### config.mk
export PLATFORM = sky130hd
export DESIGN_NAME = cache_req_issuer
export DESIGN_NICKNAME = d
export VERILOG_FILES = /design/src/rtl/cache_req_issuer_pkg.sv /design/src/rtl/cache_req_issuer_req_fifo.sv /design/src/rtl/cache_req_issuer.sv
export SDC_FILE = /design/constraint.sdc
export NUM_CORES = 1
export LEC_CHECK = 0
export CORE_UTILIZATION = 38
export CTS_CLUSTER_SIZE = 10
export DETAILED_ROUTE_END_ITERATION = 6
export HOLD_SLACK_MARGIN = 0.08
export PLACE_DENSITY = 0.65
export SLEW_MARGIN = 20
export SYNTH_ARGS = -nofsm -noshare
export SYNTH_HDL_FRONTEND = slang
export SYNTH_SLANG_ARGS = --single-unit
### constraint.sdc
create_clock -name clk -period 5.8 [get_ports clk]
set_input_delay 1.45 -clock clk [delete_from_list [all_inputs] [get_ports clk]]
set_output_delay 1.45 -clock clk [all_outputs]
set_load 0.03 [all_outputs]
### src/rtl/cache_req_issuer_pkg.sv
`default_nettype none
// ============================================================================
// Module   : cache_req_issuer_pkg
// Brief    : Shared types and default widths for the cache request issuer.
// Revision : 1.0 - initial release
// ============================================================================
package cache_req_issuer_pkg;

    localparam int c_ADDR_WIDTH = 14;
    localparam int c_DATA_WIDTH = 10;

    typedef struct packed {
        logic                    write;
        logic [c_ADDR_WIDTH-1:0] addr;
        logic [c_DATA_WIDTH-1:0] wdata;
    } cache_req_t;

    typedef enum logic [1:0] {
        ISS_IDLE  = 2'd0,
        ISS_ISSUE = 2'd1,
        ISS_RESP  = 2'd2
    } issuer_state_e;

endpackage
`default_nettype wire

### src/rtl/cache_req_issuer_req_fifo.sv
`default_nettype none
// ============================================================================
// Module   : req_fifo
// Brief    : Wrap-around pointer request FIFO with occupancy count.
// Revision : 1.0 - initial release
// ============================================================================
module req_fifo #(
    parameter int DEPTH = 4,
    parameter int WIDTH = 25
) (
    input  logic             clk,
    input  logic             rst,
    input  logic             push,
    input  logic [WIDTH-1:0] push_data,
    input  logic             pop,
    output logic [WIDTH-1:0] pop_data,
    output logic             full,
    output logic             empty
);
    localparam int                c_PTR_W = $clog2(DEPTH);
    localparam logic [c_PTR_W:0]  c_FULL  = (c_PTR_W + 1)'(DEPTH);

    logic [WIDTH-1:0]   r_mem [DEPTH];
    logic [c_PTR_W-1:0] r_rd_ptr;
    logic [c_PTR_W-1:0] r_wr_ptr;
    logic [c_PTR_W:0]   r_count;
    logic               w_push;
    logic               w_pop;

    assign full     = (r_count == c_FULL);
    assign empty    = (r_count == '0);
    assign w_push   = push & ~full;
    assign w_pop    = pop & ~empty;
    assign pop_data = r_mem[r_rd_ptr];

    // Depth is a power of two, so pointers wrap by natural overflow.
    always_ff @(posedge clk) begin
        if (!rst) begin
            r_rd_ptr <= '0;
            r_wr_ptr <= '0;
            r_count  <= '0;
        end else begin
            if (w_push) r_wr_ptr <= r_wr_ptr + 1'b1;
            if (w_pop)  r_rd_ptr <= r_rd_ptr + 1'b1;
            if (w_push && !w_pop)      r_count <= r_count + 1'b1;
            else if (w_pop && !w_push) r_count <= r_count - 1'b1;
        end
    end

    always_ff @(posedge clk) begin
        if (w_push) r_mem[r_wr_ptr] <= push_data;
    end

endmodule
`default_nettype wire

### src/rtl/cache_req_issuer.sv
`default_nettype none
// ============================================================================
// Module   : cache_req_issuer
// Brief    : Queues host requests and issues them one at a time to the cache,
//            with held responses, hit/miss statistics and a timeout watchdog.
// Revision : 1.0 - initial release
// ============================================================================
module cache_req_issuer
    import cache_req_issuer_pkg::*;
#(
    parameter int ADDR_WIDTH = c_ADDR_WIDTH,
    parameter int DATA_WIDTH = c_DATA_WIDTH,
    parameter int FIFO_DEPTH = 4,
    parameter int CNT_WIDTH  = 16,
    parameter int TIMEOUT    = 256
) (
    input  logic                  clk,
    input  logic                  rst,
    input  logic                  req_valid,
    output logic                  req_ready,
    input  logic                  req_write,
    input  logic [ADDR_WIDTH-1:0] req_addr,
    input  logic [DATA_WIDTH-1:0] req_wdata,
    output logic                  rsp_valid,
    input  logic                  rsp_ready,
    output logic                  rsp_write,
    output logic [DATA_WIDTH-1:0] rsp_data,
    output logic                  rsp_hit,
    output logic                  rsp_err,
    output logic [ADDR_WIDTH-1:0] addr,
    output logic                  read,
    output logic                  write,
    output logic [DATA_WIDTH-1:0] write_data,
    input  logic                  hit,
    input  logic [DATA_WIDTH-1:0] data,
    input  logic                  data_strob,
    input  logic                  ready,
    output logic [CNT_WIDTH-1:0]  hit_cnt,
    output logic [CNT_WIDTH-1:0]  miss_cnt
);
    localparam int                 c_REQ_W    = 1 + ADDR_WIDTH + DATA_WIDTH;
    localparam int                 c_TMO_W    = $clog2(TIMEOUT);
    localparam logic [c_TMO_W-1:0] c_TMO_LAST = c_TMO_W'(TIMEOUT - 1);

    issuer_state_e          r_state,  w_state_nxt;
    logic [ADDR_WIDTH-1:0]  r_addr,   w_addr_nxt;
    logic                   r_read,   w_read_nxt;
    logic                   r_write,  w_write_nxt;
    logic [DATA_WIDTH-1:0]  r_wdata,  w_wdata_nxt;
    logic                   r_rsp_valid, w_rsp_valid_nxt;
    logic                   r_rsp_write, w_rsp_write_nxt;
    logic [DATA_WIDTH-1:0]  r_rsp_data,  w_rsp_data_nxt;
    logic                   r_rsp_hit,   w_rsp_hit_nxt;
    logic                   r_rsp_err,   w_rsp_err_nxt;
    logic [c_TMO_W-1:0]     r_tmo_cnt,   w_tmo_nxt;
    logic [CNT_WIDTH-1:0]   r_hit_cnt,   w_hit_cnt_nxt;
    logic [CNT_WIDTH-1:0]   r_miss_cnt,  w_miss_cnt_nxt;

    logic                   w_full;
    logic                   w_empty;
    logic                   w_fifo_pop;
    logic [c_REQ_W-1:0]     w_head;

    req_fifo #(
        .DEPTH (FIFO_DEPTH),
        .WIDTH (c_REQ_W)
    ) u_req_fifo (
        .clk       (clk),
        .rst       (rst),
        .push      (req_valid),
        .push_data ({req_write, req_addr, req_wdata}),
        .pop       (w_fifo_pop),
        .pop_data  (w_head),
        .full      (w_full),
        .empty     (w_empty)
    );

    assign req_ready  = ~w_full;
    assign addr       = r_addr;
    assign read       = r_read;
    assign write      = r_write;
    assign write_data = r_wdata;
    assign rsp_valid  = r_rsp_valid;
    assign rsp_write  = r_rsp_write;
    assign rsp_data   = r_rsp_data;
    assign rsp_hit    = r_rsp_hit;
    assign rsp_err    = r_rsp_err;
    assign hit_cnt    = r_hit_cnt;
    assign miss_cnt   = r_miss_cnt;

    always_comb begin
        w_state_nxt     = r_state;
        w_addr_nxt      = r_addr;
        w_read_nxt      = r_read;
        w_write_nxt     = r_write;
        w_wdata_nxt     = r_wdata;
        w_rsp_valid_nxt = r_rsp_valid;
        w_rsp_write_nxt = r_rsp_write;
        w_rsp_data_nxt  = r_rsp_data;
        w_rsp_hit_nxt   = r_rsp_hit;
        w_rsp_err_nxt   = r_rsp_err;
        w_tmo_nxt       = r_tmo_cnt;
        w_hit_cnt_nxt   = r_hit_cnt;
        w_miss_cnt_nxt  = r_miss_cnt;
        w_fifo_pop      = 1'b0;

        case (r_state)
            ISS_IDLE: begin
                w_read_nxt  = 1'b0;
                w_write_nxt = 1'b0;
                if (!w_empty) begin
                    w_fifo_pop  = 1'b1;
                    w_write_nxt = w_head[c_REQ_W-1];
                    w_read_nxt  = ~w_head[c_REQ_W-1];
                    w_addr_nxt  = w_head[DATA_WIDTH +: ADDR_WIDTH];
                    w_wdata_nxt = w_head[DATA_WIDTH-1:0];
                    w_tmo_nxt   = '0;
                    w_state_nxt = ISS_ISSUE;
                end
            end
            ISS_ISSUE: begin
                w_tmo_nxt = r_tmo_cnt + 1'b1;
                // A completion arriving on the final watchdog cycle still counts as success.
                if (ready) begin
                    w_read_nxt      = 1'b0;
                    w_write_nxt     = 1'b0;
                    w_rsp_valid_nxt = 1'b1;
                    w_rsp_write_nxt = r_write;
                    w_rsp_data_nxt  = data_strob ? data : '0;
                    w_rsp_hit_nxt   = hit;
                    w_rsp_err_nxt   = 1'b0;
                    if (hit) begin
                        if (r_hit_cnt != '1) w_hit_cnt_nxt = r_hit_cnt + 1'b1;
                    end else begin
                        if (r_miss_cnt != '1) w_miss_cnt_nxt = r_miss_cnt + 1'b1;
                    end
                    w_state_nxt = ISS_RESP;
                end else if (r_tmo_cnt == c_TMO_LAST) begin
                    w_read_nxt      = 1'b0;
                    w_write_nxt     = 1'b0;
                    w_rsp_valid_nxt = 1'b1;
                    w_rsp_write_nxt = r_write;
                    w_rsp_data_nxt  = '0;
                    w_rsp_hit_nxt   = 1'b0;
                    w_rsp_err_nxt   = 1'b1;
                    w_state_nxt     = ISS_RESP;
                end
            end
            ISS_RESP: begin
                if (rsp_ready) begin
                    w_rsp_valid_nxt = 1'b0;
                    w_state_nxt     = ISS_IDLE;
                end
            end
            default: begin
                w_read_nxt  = 1'b0;
                w_write_nxt = 1'b0;
                w_state_nxt = ISS_IDLE;
            end
        endcase
    end

    always_ff @(posedge clk) begin
        if (!rst) begin
            r_state     <= ISS_IDLE;
            r_addr      <= '0;
            r_read      <= 1'b0;
            r_write     <= 1'b0;
            r_wdata     <= '0;
            r_rsp_valid <= 1'b0;
            r_rsp_write <= 1'b0;
            r_rsp_data  <= '0;
            r_rsp_hit   <= 1'b0;
            r_rsp_err   <= 1'b0;
            r_tmo_cnt   <= '0;
            r_hit_cnt   <= '0;
            r_miss_cnt  <= '0;
        end else begin
            r_state     <= w_state_nxt;
            r_addr      <= w_addr_nxt;
            r_read      <= w_read_nxt;
            r_write     <= w_write_nxt;
            r_wdata     <= w_wdata_nxt;
            r_rsp_valid <= w_rsp_valid_nxt;
            r_rsp_write <= w_rsp_write_nxt;
            r_rsp_data  <= w_rsp_data_nxt;
            r_rsp_hit   <= w_rsp_hit_nxt;
            r_rsp_err   <= w_rsp_err_nxt;
            r_tmo_cnt   <= w_tmo_nxt;
            r_hit_cnt   <= w_hit_cnt_nxt;
            r_miss_cnt  <= w_miss_cnt_nxt;
        end
    end

endmodule
`default_nettype wire
; Yosys cells after proc, flatten, opt, wreduce, memory -nomap -nowiden
; Memories as Yosys holds them, arrays and structs flattened. A register that Yosys moved wholly into a read port is not among the register bits.
; Cells that the tools add are included.
[totals]
output_inout_bits = 73
mem_bits_rw = 100
mem_count = 1
register_bits = 89
elab_cells = 90
inputBits = 42
[memory_table]
columns = name, depth, word_bits, read_ports, rd_ports_with_merged_regs, write_ports, line_no
row1 = u_req_fifo.r_mem, 4, 25, 1, 1, 1, cache_req_issuer_req_fifo.sv:23  ; logic [WIDTH-1:0] r_mem [DEPTH];
[op_classes]
eq_ne = 9
n_bitwise = 7
reduce_logical = 18
add_sub_neg = 7
n_mux = 32
[ops]
columns = operator, n
row1 = $add 16x1->16 const B, 2
row2 = $ne 16x16->1 const B, 2
row3 = $mux 10, 3
row4 = $pmux 8 s2, 1
row5 = $mux 1, 15
row6 = $mux 2, 6
row7 = $add 8x1->8 const B, 1
row8 = $eq 8x8->1 const B, 1
row9 = $mux 8, 1
row10 = $reduce_and 2->1, 4
row11 = $reduce_and 4->1, 2
row12 = $reduce_bool 2->1, 4
row13 = $mux 3, 2
row14 = $pmux 1 s3, 2
row15 = $pmux 2 s3, 1
row16 = $reduce_and 3->1, 2
row17 = $not 1->1, 5
row18 = $add 2x1->2 const B, 2
row19 = $ne 2x2->1 const B, 2
row20 = $add 3x1->3 const B, 1
row21 = $eq 3x3->1 const B, 1
row22 = $logic_not 3->1, 1
row23 = $ne 3x3->1 const B, 1
row24 = $sub 3x1->3 const B, 1
row25 = 7 further kinds, 10

; Logic depth before layout (Yosys ltp)
; Gate-level depths: netlist of run 1.
[depth]
ltp_word = 7
ltp_mapped = 11
depth_no_buf = 9

; By module
; From an unflattened synthesis of run 1, not the netlist that was laid out.
[hier_totals]
cells_unflattened = 617
area_unflattened_um2 = 7723.7
[modules_own_cells]
columns = module, seq_area_each_um2, instances, cells_each, area_each_um2
row1 = req_fifo, 3183.1, 1, 179, 4121.5
row2 = cache_req_issuer, 1641.6, 1, 438, 3602.2

; Worst setup path after synthesis of run 1
; Ideal clock, no wire load.
[synth_path]
kind = input-to-reg
startpoint = in req_valid
endpoint = reg u_req_fifo.r_count[2]
path_stages = 7
path_slack_ps = 2699
setup_time_ps = 70
required_time_ps = 5730
n_path_buf = 0
arrival_time_ps = 3031
cell_sequence = a21boi_1 -> ha_1 -> inv_1 -> fa_1 -> xor2_1 -> or3_1 -> a21oi_1
[synth_via]
elab_chain_cells = 4
word_cells_on_any_way = 6
cone_classes = mux: 1 / bitwise: 1 / reduce/logical: 4
[synth_rtl]
columns = item, line_no
row1 = "start, declared", cache_req_issuer.sv:19  ; input logic req_valid,
row2 = $and 1x1->1 *, cache_req_issuer_req_fifo.sv:32  ; assign w_push = push & ~full;
row3 = $logic_not 1->1, cache_req_issuer_req_fifo.sv:46  ; else if (w_pop && !w_push) r_count <= r_count - 1'b1;
row4 = $logic_and 1x1->1, cache_req_issuer_req_fifo.sv:46
row5 = $reduce_bool 2->1 (no line), n/a
row6 = "end signal, assigned", cache_req_issuer_req_fifo.sv:45  ; if (w_push && !w_pop) r_count <= r_count + 1'b1;
row7 = "end signal, assigned", cache_req_issuer_req_fifo.sv:46
row8 = "end, declared", cache_req_issuer_req_fifo.sv:26  ; logic [c_PTR_W:0] r_count;
; Every way passes the cells marked *; elsewhere a longest branch is shown, timed or not.
; A chain may end at the register's enable or synchronous reset.

; Worst setup path after layout of run 1
[layout_path]
startpoint = in req_valid
endpoint = reg u_req_fifo.r_count[2]
[layout_via]
elab_chain_cells = 4
word_cells_on_any_way = 6
cone_classes = mux: 1 / bitwise: 1 / reduce/logical: 4
[layout_rtl]
columns = item, line_no
row1 = $and 1x1->1 *, cache_req_issuer_req_fifo.sv:32
row2 = via u_req_fifo.w_push, cache_req_issuer_req_fifo.sv:27  ; logic w_push;
row3 = $logic_not 1->1, cache_req_issuer_req_fifo.sv:46
row4 = $logic_and 1x1->1, cache_req_issuer_req_fifo.sv:46
row5 = $reduce_bool 2->1 (no line), n/a
; Mark *: on every way through the listed nets, which the timed path passes. The rest lies on a longest branch.

==> key figures, run 1 <==
Synthesis
  – Synth cell types: 55
  – Post-synth EDFFs: 100
  – Syn nets: ~670
  – Mapped Area: 7739 um^2
  – Synth Flop Type: edfxtp_1
  – Synth Area in Simple Gates: between 10% and 20%
  – Largest family of logic cells by synthesized area: simple AND/OR/NAND/NOR gates
  – Post-synthesis sequential area ratio: between 60% and 70%
  – Yosys warns: 0
  – Synth top area share: 38.80%
  – Post-synthesis mux area share: 10.64%
  – Post-synthesis compound-gate area fraction: 7.454%
  – Synth top area cells: edfxtp_1 (39%), dfxtp_1 (24%), mux4_2 (7.3%), nand2_1 (5.0%), a21oi_1 (3.6%)
  – Post-synthesis adder-cell area fraction: ~1.6%
  – Cell count after synthesis: 618
  – Synth Area in XOR/XNOR: less than 1%
  – Synth async-reset ratio: 0%
  – Post-synthesis register bit count: between 150 and 200
  – Synthesized area per cell: 12.52 um^2
  – Yosys top cell by area: edfxtp_1

Routing
  – # DRC: 0
  – DRT iter0 DRCs: between 300 and 400
  – WL/cell: 16.23 um
  – Vias per std cell: 5.235
  – ANT nets after route: 0
  – Vias post-DR: ~5300
  – DR pass1 iterations: 5
  – Final WL: ~16 mm

CTS
  – # resized after CTS: 0
  – Clock Path Buffers: 2
  – H-tree depth: 4
  – Num Clock Sinks: 191
  – Cts hold-fix bufs: 0
  – Clk Latency, worst-skew pair: ~430 ps
  – CTS tree: yes
  – CTS Root Cell: clkbuf_16
  – Clk slew on worst S/H paths: about 70 ps
  – Clock buffers created by TritonCTS: 17
  – Post CTS Setup Buffer Count: 0

Hold path
  – Hold Crit Class: register to register
  – Min-Delay Path Depth: 2

Power and ir drop
  – Combinational share of power: 25.7%
  – Sequential power share: around 46%
  – Pleak: ~3.2 nW
  – Pint: 2.567 mW
  – Sw Ratio: 31.98%
  – Net switching power figure: 1.207 mW
  – Pwr dens: slightly below 400 nW/um^2
  – VDD IR max: 0.2674 mV
  – Clock share of power: approximately 29%

Critical path
  – Worst R2R Path Depth: 10
  – WP data required: 6140 ps
  – Worst path arrival time: 3830 ps
  – Critical path depth: 8
  – Slowest stage delay, CP: 540 ps
  – Critical Path, Cell by Cell: clkdlybuf4s50_1 > a21boi_1 > ha_1 > inv_1 > fa_1 > xor2_1 > or3_1 > a21oi_1
  – CP endpoint kind: register
  – WS Path Type: primary input to register
  – Critical Path Start Type: primary input
  – Top cell family by delay on the critical path: compound AO/OA/AOI/OAI gates
  – CP max FO: 7
  – Buffers & Inverters on Critical Path: 2
  – Worst path slowest cell: a21boi_1

Timing
  – Hold Slack: between 400 and 500 ps
  – Slew Viols, Final: 0
  – Count of final setup violators: 0
  – Final period util: 60.27%
  – Fmax: ~290 MHz
  – Hold Vio Cnt, Final: 0
  – Final setup skew: 9.548 ps
  – Final Critical Period: about 3500 ps
  – RSZ-0062 raised after global routing: no
  – Setup tns final: 0 ps
  – Post-route setup slack: 2304 ps
  – Worst-Margin Slew: 912.5 ps
  – Max_slew headroom: 39.17%

Global route
  – Largest net degree at the start of global routing: 50
  – First-pass GRT wire length: 26.36 mm
  – GRT overflow: 0
  – Vias in the first global route: 5108
  – Total track usage: 16.64%
  – Initial antenna violation count: 0

Layout
  – Final nets: between 700 and 800
  – Fillers: between 1500 and 2000
  – Area of the multi-input gates: 2741 um^2
  – Number of diodes: 0
  – Layout cell share with drive strength beyond 1: 10.26%
  – Synthesis-to-layout area growth: 24.96%
  – Register area: 4826 um^2
  – Commonest non-fill, non-tap cells in the layout: clkdlybuf4s50_1 (114), nand2_1 (104), edfxtp_1 (100)
  – Finished Cell Area: 9671 um^2
  – Most common cell after layout, fill and taps aside: clkdlybuf4s50_1

Floorplanning
  – Initial core utilization: 39.25%
  – Core ar.: around 20000 um^2
  – Boundary pin count: 115
  – Die X: 144.7 um
  – Core Rows: 51
  – Full die area: 20940 um^2
  – Die height: around 140 um

Placement
  – DP Worst Slack: 1918 ps
  – Hpwl dp: 11.16 mm
  – GPL Wtd Cong: just over 0.8
  – I/O Buffers: 114
  – Area of placed instances: slightly above 9000 um^2

Status
  – Status: finished clean

Job
  – Max-Cap Viols: 0
==> final cells by class <==
| class | count | share of cell area (%) |
|---|---|---|
| timing repair buffer | 122 | 12.42 |
| clock inverter | 13 | 1.113 |
| multi-input combinational | 388 | 28.35 |
| sequential | 191 | 49.90 |
| inverter | 8 | 0.3105 |
| tap | 265 | 3.429 |
| clock buffer | 19 | 4.477 |
==> per-layer routing <==
metal,global-route usage (%),share of wire [%]
met5,0,0
met2,27.05,47
met4,6.482,1.7
met3,3.060,5.5
met1,22.07,45
==> synth_stat cells (4+ instances only) <==
library cell and number:
ha_1 8, mux2i_1 26, o211ai_1 4, buf_2 9
nor2_1 17, o31ai_1 9, clkbuf_1 18, nor3_1 5
a21oi_1 55, o21a_1 4, edfxtp_1 100, nand2_1 104
nand3_1 19, dfxtp_1 91, mux4_2 25, inv_1 6
and2_1 7, and4_1 6, nand4_1 12, or4_1 8
nand2b_1 12, o21ai_0 16, or3_1 9
==> registers in the layout (all words and copies together) (netlist names), 3 cells and up, named ones only <==
| register | flops |
|---|---|
| u_req_fifo.r_count | 3 |
| addr | 14 |
| hit_cnt | 16 |
| miss_cnt | 16 |
| rsp_data | 10 |
| r_tmo_cnt | 8 |
| u_req_fifo.r_mem | 100 |
| write_data | 10 |
==> power groups by stage <==
stage	Combinational (mW)	Clock (mW)	Sequential, mW
4_1_cts	0.985	1.10	1.73
6_report	0.969	1.08	1.73
3_5_place_dp	0.980	0	1.76
3_3_place_gp	0.963	0	1.75
5_1_grt	1.05	1.15	1.75
2_1_floorplan	0.531	0	1.85
==> path summary, 6_finish.rpt <==
path / from / end / slack [ps]
hold / removal: addr[9]$_SDFFE_PN0P_ / addr[9]$_SDFFE_PN0P_ / 460
setup reg to reg: u_req_fifo.r_count[0]$_SDFFE_PN0P_ / u_req_fifo.r_count[2]$_SDFFE_PN0P_ / 2640
setup / recovery: req_valid / u_req_fifo.r_count[2]$_SDFFE_PN0P_ / 2300
hold reg to reg: addr[9]$_SDFFE_PN0P_ / addr[9]$_SDFFE_PN0P_ / 460
==> tightest hold or removal path, stage by stage (launching register included) <==
cell and delay (ps):
dfxtp_1 310, nand2_1 50, a21oi_1 50
==> through the flow <==
stage          util (%)  power, mW  cells
2_1_floorplan         -      2.379    618
3_3_place_gp      46.30      2.713    974
3_5_place_dp      46.30      2.739    974
4_1_cts           49.05      3.822   1006
5_1_grt           49.05      3.961   1006
6_report          49.05      3.773   1006
==> logic make-up (layout without fill, tap and decap cells) <==
| group | count (synthesis) | after routing |
|---|---|---|
| compound gates | 100 | 100 |
| simple gates | 223 | 223 |
| mux | 51 | 51 |
| xor+xnor | 5 | 5 |
| buf+inv | 39 | 162 |
| flops | 191 | 191 |
| fa+ha+maj | 9 | 9 |
Note: power is estimated with default switching activity, not from simulation.
==> run 2, diff against run 1 <==
--- a/config.mk
+++ b/config.mk
@@ -9,7 +9,7 @@
 export CTS_CLUSTER_SIZE = 10
 export DETAILED_ROUTE_END_ITERATION = 6
 export HOLD_SLACK_MARGIN = 0.08
-export PLACE_DENSITY = 0.65
+export PLACE_DENSITY = 0.68
 export SLEW_MARGIN = 20
 export SYNTH_ARGS = -nofsm -noshare
 export SYNTH_HDL_FRONTEND = slang
==> constraint.sdc (replaced) <==
create_clock -name clk -period 3.2 [get_ports clk]
set_input_delay 0.8 -clock clk [delete_from_list [all_inputs] [get_ports clk]]
set_output_delay 0.8 -clock clk [all_outputs]
set_load 0.03 [all_outputs]
==> run 2 against run 1 <==
Against the previous run: utilization is 0.67 points higher; largest power group unchanged; sequential share of layout area fell by 0.68 points; largest cell class unchanged; flip-flop and latch count unchanged.
==> key figures, run 2 (same netlist as run 1, synthesis figures left out) <==
Floorplanning
  – Core Rows: 51
  – Core ar.: 19720 um^2
  – Die height: 144.7 um
  – Full die area: around 21000 um^2
  – Boundary pin count: roughly 120
  – Initial core utilization: 39.25%
  – Die X: 144.7 um

Critical path
  – CP endpoint kind: primary output
  – Critical Path, Cell by Cell: nor2_1 > nand2_1 > clkdlybuf4s50_1
  – Worst path slowest cell: clkdlybuf4s50_1
  – WS Path Type: register to primary output
  – Top cell family by delay on the critical path: buffers and inverters
  – Buffers & Inverters on Critical Path: 1
  – Critical Path Start Type: register
  – CP max FO: 4
  – Worst path arrival time: roughly 1700 ps
  – WP data required: 2400 ps
  – Slowest stage delay, CP: approximately 670 ps

Layout
  – Number of diodes: 0
  – Final nets: slightly below 800
  – Layout cell share with drive strength beyond 1: between 10 and 15%
  – Synthesis-to-layout area growth: 26.68%
  – Commonest non-fill, non-tap cells in the layout: clkdlybuf4s50_1 (114), nand2_1 (104), edfxtp_1 (100)
  – Number of flip-flops in the largest register: 100
  – Most flop-heavy register: u_req_fifo.r_mem
  – Most common cell after layout, fill and taps aside: clkdlybuf4s50_1

Global route
  – Largest net degree at the start of global routing: 52
  – First-pass GRT wire length: 26.95 mm
  – GRT overflow: 0
  – Initial antenna violation count: 0
  – Total track usage: approximately 17%
  – Vias in the first global route: approximately 5300

Job
  – Max-Cap Viols: 0

Timing
  – Setup tns final: 0 ps
  – Hold Slack: about 460 ps
  – Slew Viols, Final: 0
  – Fmax: 404.0 MHz
  – Final Critical Period: between 2000 and 2500 ps
  – RSZ-0062 raised after global routing: no
  – Hold Vio Cnt, Final: 0
  – Final period util: between 70% and 80%
  – Final setup skew: between 10 and 15 ps
  – Worst-Margin Slew: 835.8 ps
  – Max_slew headroom: 44.22%
  – Count of final setup violators: 0

Power and ir drop
  – VDD IR max: 0.4075 mV
  – Pwr dens: approximately 730 nW/um^2
  – Pleak: 3.234 nW
  – Post-route total power: 7.117 mW

CTS
  – Cts hold-fix bufs: 0
  – Num Clock Sinks: about 190
  – CTS Root Cell: clkbuf_16
  – H-tree depth: 4
  – Clock Path Buffers: 2
  – Clock buffers created by TritonCTS: 17
  – Clk slew on worst S/H paths: 70 ps
  – Clk Latency, worst-skew pair: 430 ps
  – CTS tree: yes
  – Post CTS Setup Buffer Count: 0
  – # resized after CTS: 0

Routing
  – Vias per std cell: 5.239
  – DR pass1 iterations: 5
  – WL/cell: 16.45 um
  – ANT nets after route: 0
  – Final WL: ~17 mm
  – Vias post-DR: 5291
  – # DRC: 0
  – DRT iter0 DRCs: 289

Placement
  – Hpwl dp: 11.05 mm
  – GPL Wtd Cong: between 0.8 and 0.9
  – I/O Buffers: 114

Hold path
  – Hold Crit Class: register to register

Status
  – Status: finished clean
run 2: path summary, 6_finish.rpt:
path / from / end / slack (ps) / cells past startpoint
worst min register to register: write_data[2]$_SDFFE_PN0P_ / write_data[2]$_SDFFE_PN0P_ / 460 / 2
worst max-delay path: u_req_fifo.r_count[0]$_SDFFE_PN0P_ / req_ready / 720 / 3
worst min-delay path: write_data[2]$_SDFFE_PN0P_ / write_data[2]$_SDFFE_PN0P_ / 460 / 2
worst max register to register: u_req_fifo.r_count[0]$_SDFFE_PN0P_ / u_req_fifo.r_count[2]$_SDFFE_PN0P_ / 790 / 9
run 2: per-layer routing:
metal / track usage [%] / part of all wire, %
met1: 20.80 / 43
met2: 29.15 / 50
met3: 4.640 / 5.7
met4: 4.211 / 0.77
met5: 0 / 0
run 2: layout make-up:
cell class,instances,area (um^2)
clock inverters,15,205.2
repair buffers,126,1244
fillers,1692,9915
clock buffers,17,425.4
flip-flops and latches,191,4826
inverters,8,30.03
multi-input cells,388,2741
well taps,265,331.6
run 2: through the flow:
| step | worst slack, ps | cell area, um^2 | instances | util (%) |
|---|---|---|---|---|
| 2_1_floorplan | 680.3 | 7739 | 618 | - |
| 3_3_place_gp | 449.7 | 9173 | 978 | 46.52 |
| 3_5_place_dp | 389.2 | 9173 | 978 | 46.52 |
| 4_1_cts | 698.3 | 9803 | 1010 | 49.72 |
| 5_1_grt | 625.3 | 9803 | 1010 | 49.72 |
| 6_report | 724.6 | 9803 | 1010 | 49.72 |
run 2: worst register-to-register path: stages (launching register included):
cell and delay [ps]:
dfxtp_1 360, or3_1 470, and2_1 220, inv_2 70, ha_1 180, inv_1 60, fa_1 370, xor2_1 160
or3_1 320, a21oi_1 140
run 2: power by group:
| group | internal (mW) | switching, mW | total (mW) |
|---|---|---|---|
| Combinational | 0.766 | 1.04 | 1.81 |
| Sequential | 2.90 | 0.225 | 3.12 |
| Clock | 1.14 | 1.05 | 2.19 |
==> run 3, diff against run 2 <==
==> constraint.sdc (replaced) <==
create_clock -name clk -period 2.19 [get_ports clk]
set_input_delay 0.5475 -clock clk [delete_from_list [all_inputs] [get_ports clk]]
set_output_delay 0.5475 -clock clk [all_outputs]
set_load 0.03 [all_outputs]
==> run 3 against run 2 <==
Against the previous run: design area up 2.5%; cell count up 2.3%; die area unchanged; global-route usage up 0.34 points; count of clock-buffer cells in the layout up 2; flip-flop and latch count unchanged; critical path type unchanged; critical endpoint is now miss_cnt[8]; largest power group unchanged.
==> key figures, run 3 (same netlist as run 1, synthesis figures left out) <==
Global route
  – Initial antenna violation count: 1
  – First-pass GRT wire length: 27.10 mm
  – Largest net degree at the start of global routing: 47
  – Total track usage: 17.21%
  – GR Util met1: 21.18%
  – Met3 Use GR: 4.475%
  – GRT overflow: 0
  – GRT busiest layer: met2
  – GRT met2 Usage: 29.33%
  – Vias in the first global route: 5381

Floorplanning
  – Core Rows: 51
  – Core ar.: 19720 um^2
  – Die X: around 140 um
  – Full die area: 20940 um^2
  – Boundary pin count: 115
  – Initial core utilization: between 30% and 40%
  – Die height: 144.7 um

Critical path
  – Worst path arrival time: around 1600 ps
  – Critical Path Source: miss_cnt[8]$_SDFFE_PN0P_
  – Critical Path End: miss_cnt[8]
  – Worst R2R Path Depth: 9
  – WS Path Type: register to primary output
  – Worst path slowest cell: clkdlybuf4s50_1
  – Slowest stage delay, CP: around 720 ps
  – CP max FO: 7
  – R2R Path Start: u_req_fifo.r_count[1]$_SDFFE_PN0P_
  – R2R Setup Slk: 60 ps
  – Top cell family by delay on the critical path: buffers and inverters
  – Critical path depth: 1
  – RR Endpoint: u_req_fifo.r_count[2]$_SDFFE_PN0P_
  – WP data required: 1640 ps
  – Critical Path Start Type: register
  – CP endpoint kind: primary output
  – Critical Path, Cell by Cell: clkdlybuf4s50_1
  – Buffers & Inverters on Critical Path: 1

Hold path
  – Hold path start: addr[12]$_SDFFE_PN0P_
  – Min-Delay Path Depth: 2
  – Hold Crit Class: register to register

CTS
  – Cts hold-fix bufs: 0
  – CTS tree: yes
  – Clock Path Buffers: 2
  – Clk slew on worst S/H paths: about 70 ps
  – Clock buffers created by TritonCTS: 17
  – H-tree depth: 4
  – Clk Latency, worst-skew pair: 430 ps
  – Num Clock Sinks: ~190
  – CTS Root Cell: clkbuf_16

Power and ir drop
  – VDD IR max: about 0.7 mV
  – Pwr dens: 1037 nW/um^2
  – Pleak: ~3.5 nW

Timing
  – Hold Vio Cnt, Final: 0
  – Count of final setup violators: 0
  – Final Critical Period: 2145 ps
  – Hold Slack: 453.2 ps
  – Final setup skew: 10.78 ps
  – Final period util: 97.94%
  – Max_slew headroom: about 43%
  – RSZ-0062 raised after global routing: yes
  – Fmax: 466.2 MHz
  – Slew Viols, Final: 0
  – Worst-Margin Slew: 860.2 ps

Layout
  – Commonest non-fill, non-tap cells in the layout: nand2_1 (104), clkdlybuf4s50_1 (101), edfxtp_1 (100)
  – Layout cell share with drive strength beyond 1: 14.47%
  – Number of flip-flops in the largest register: 100
  – Final nets: 805
  – Finished Cell Area: 10050 um^2
  – Fin cells: 1033
  – Most common cell after layout, fill and taps aside: nand2_1
  – Fillers: 1670
  – Synthesis-to-layout area growth: 29.83%
  – Most flop-heavy register: u_req_fifo.r_mem

Routing
  – Final WL: 17.18 mm
  – ANT nets after route: 0
  – # DRC: 0
  – Vias per std cell: 5.256
  – Vias post-DR: 5429
  – WL/cell: 16.63 um
  – DRT iter0 DRCs: between 200 and 300
  – DR pass1 iterations: 5

Status
  – Status: finished clean

Job
  – Max-Cap Viols: 0

Placement
  – I/O Buffers: 114
  – Placed cells: 999
  – Area of placed instances: 9434 um^2
  – Hpwl dp: 11.40 mm
  – GPL Wtd Cong: about 0.83
-- run 3: worst min path at each step --
stage                                            end  slack, ps
final                          addr[12]$_SDFFE_PN0P_        450
after detailed placement       addr[12]$_SDFFE_PN0P_        450
after global routing      write_data[6]$_SDFFE_PN0P_        480
after global placement          addr[9]$_SDFFE_PN0P_        440
after CTS                      addr[12]$_SDFFE_PN0P_        460
after floorplan            r_tmo_cnt[7]$_SDFFE_PN0P_        460
-- run 3: layer usage --
metal / routed length, um / vias up
met5: 0 / -
met4: 252 / 0
met3: 1159 / 21
met2: 8424 / 186
met1: 7341 / 2646
li1: - / 2576
-- run 3: cell type report --
type                    count  area (um^2)  share of cell area, %
flip-flops and latches    191         4830                  48.07
clock buffers              19        432.9                  4.309
clock inverters            13        145.1                  1.445
repair buffers            148         1505                  14.98
diodes                      1        2.502                0.02491
inverters                   8        32.53                 0.3238
multi-input cells         388         2768                  27.55
well taps                 265        331.6                  3.300
-- run 3: stage by stage --
step / power (mW) / setup slack, ps / utilization [%] / setup TNS, ps
finish: 10.41 / 45.18 / 50.96 / 0
CTS: 10.53 / 1.381 / 50.76 / 0
floorplan: 6.399 / -53.59 / - / -53.59
detailed placement: 7.476 / -302.6 / 47.85 / -3657
global placement: 7.416 / -239.7 / 47.85 / -1552
global route: 10.92 / -16.99 / 50.94 / -16.99
-- run 3: power by group --
part | total [mW] | leakage, nW | internal (mW) | switching, mW
combinational | 2.93 | 1.59 | 1.27 | 1.66
clock | 3.02 | 0.281 | 1.62 | 1.41
sequential | 4.46 | 1.66 | 4.24 | 0.223
total | 10.4 | 3.53 | 7.12 | 3.29
-- run 3: repair_timing --
item / 4_1_cts / 5_1_grt
endpoints found under the setup margin: 3 / 11
gates resized for setup: 3 / 11
pin swaps: 0 / 1
setup buffers: 0 / 1
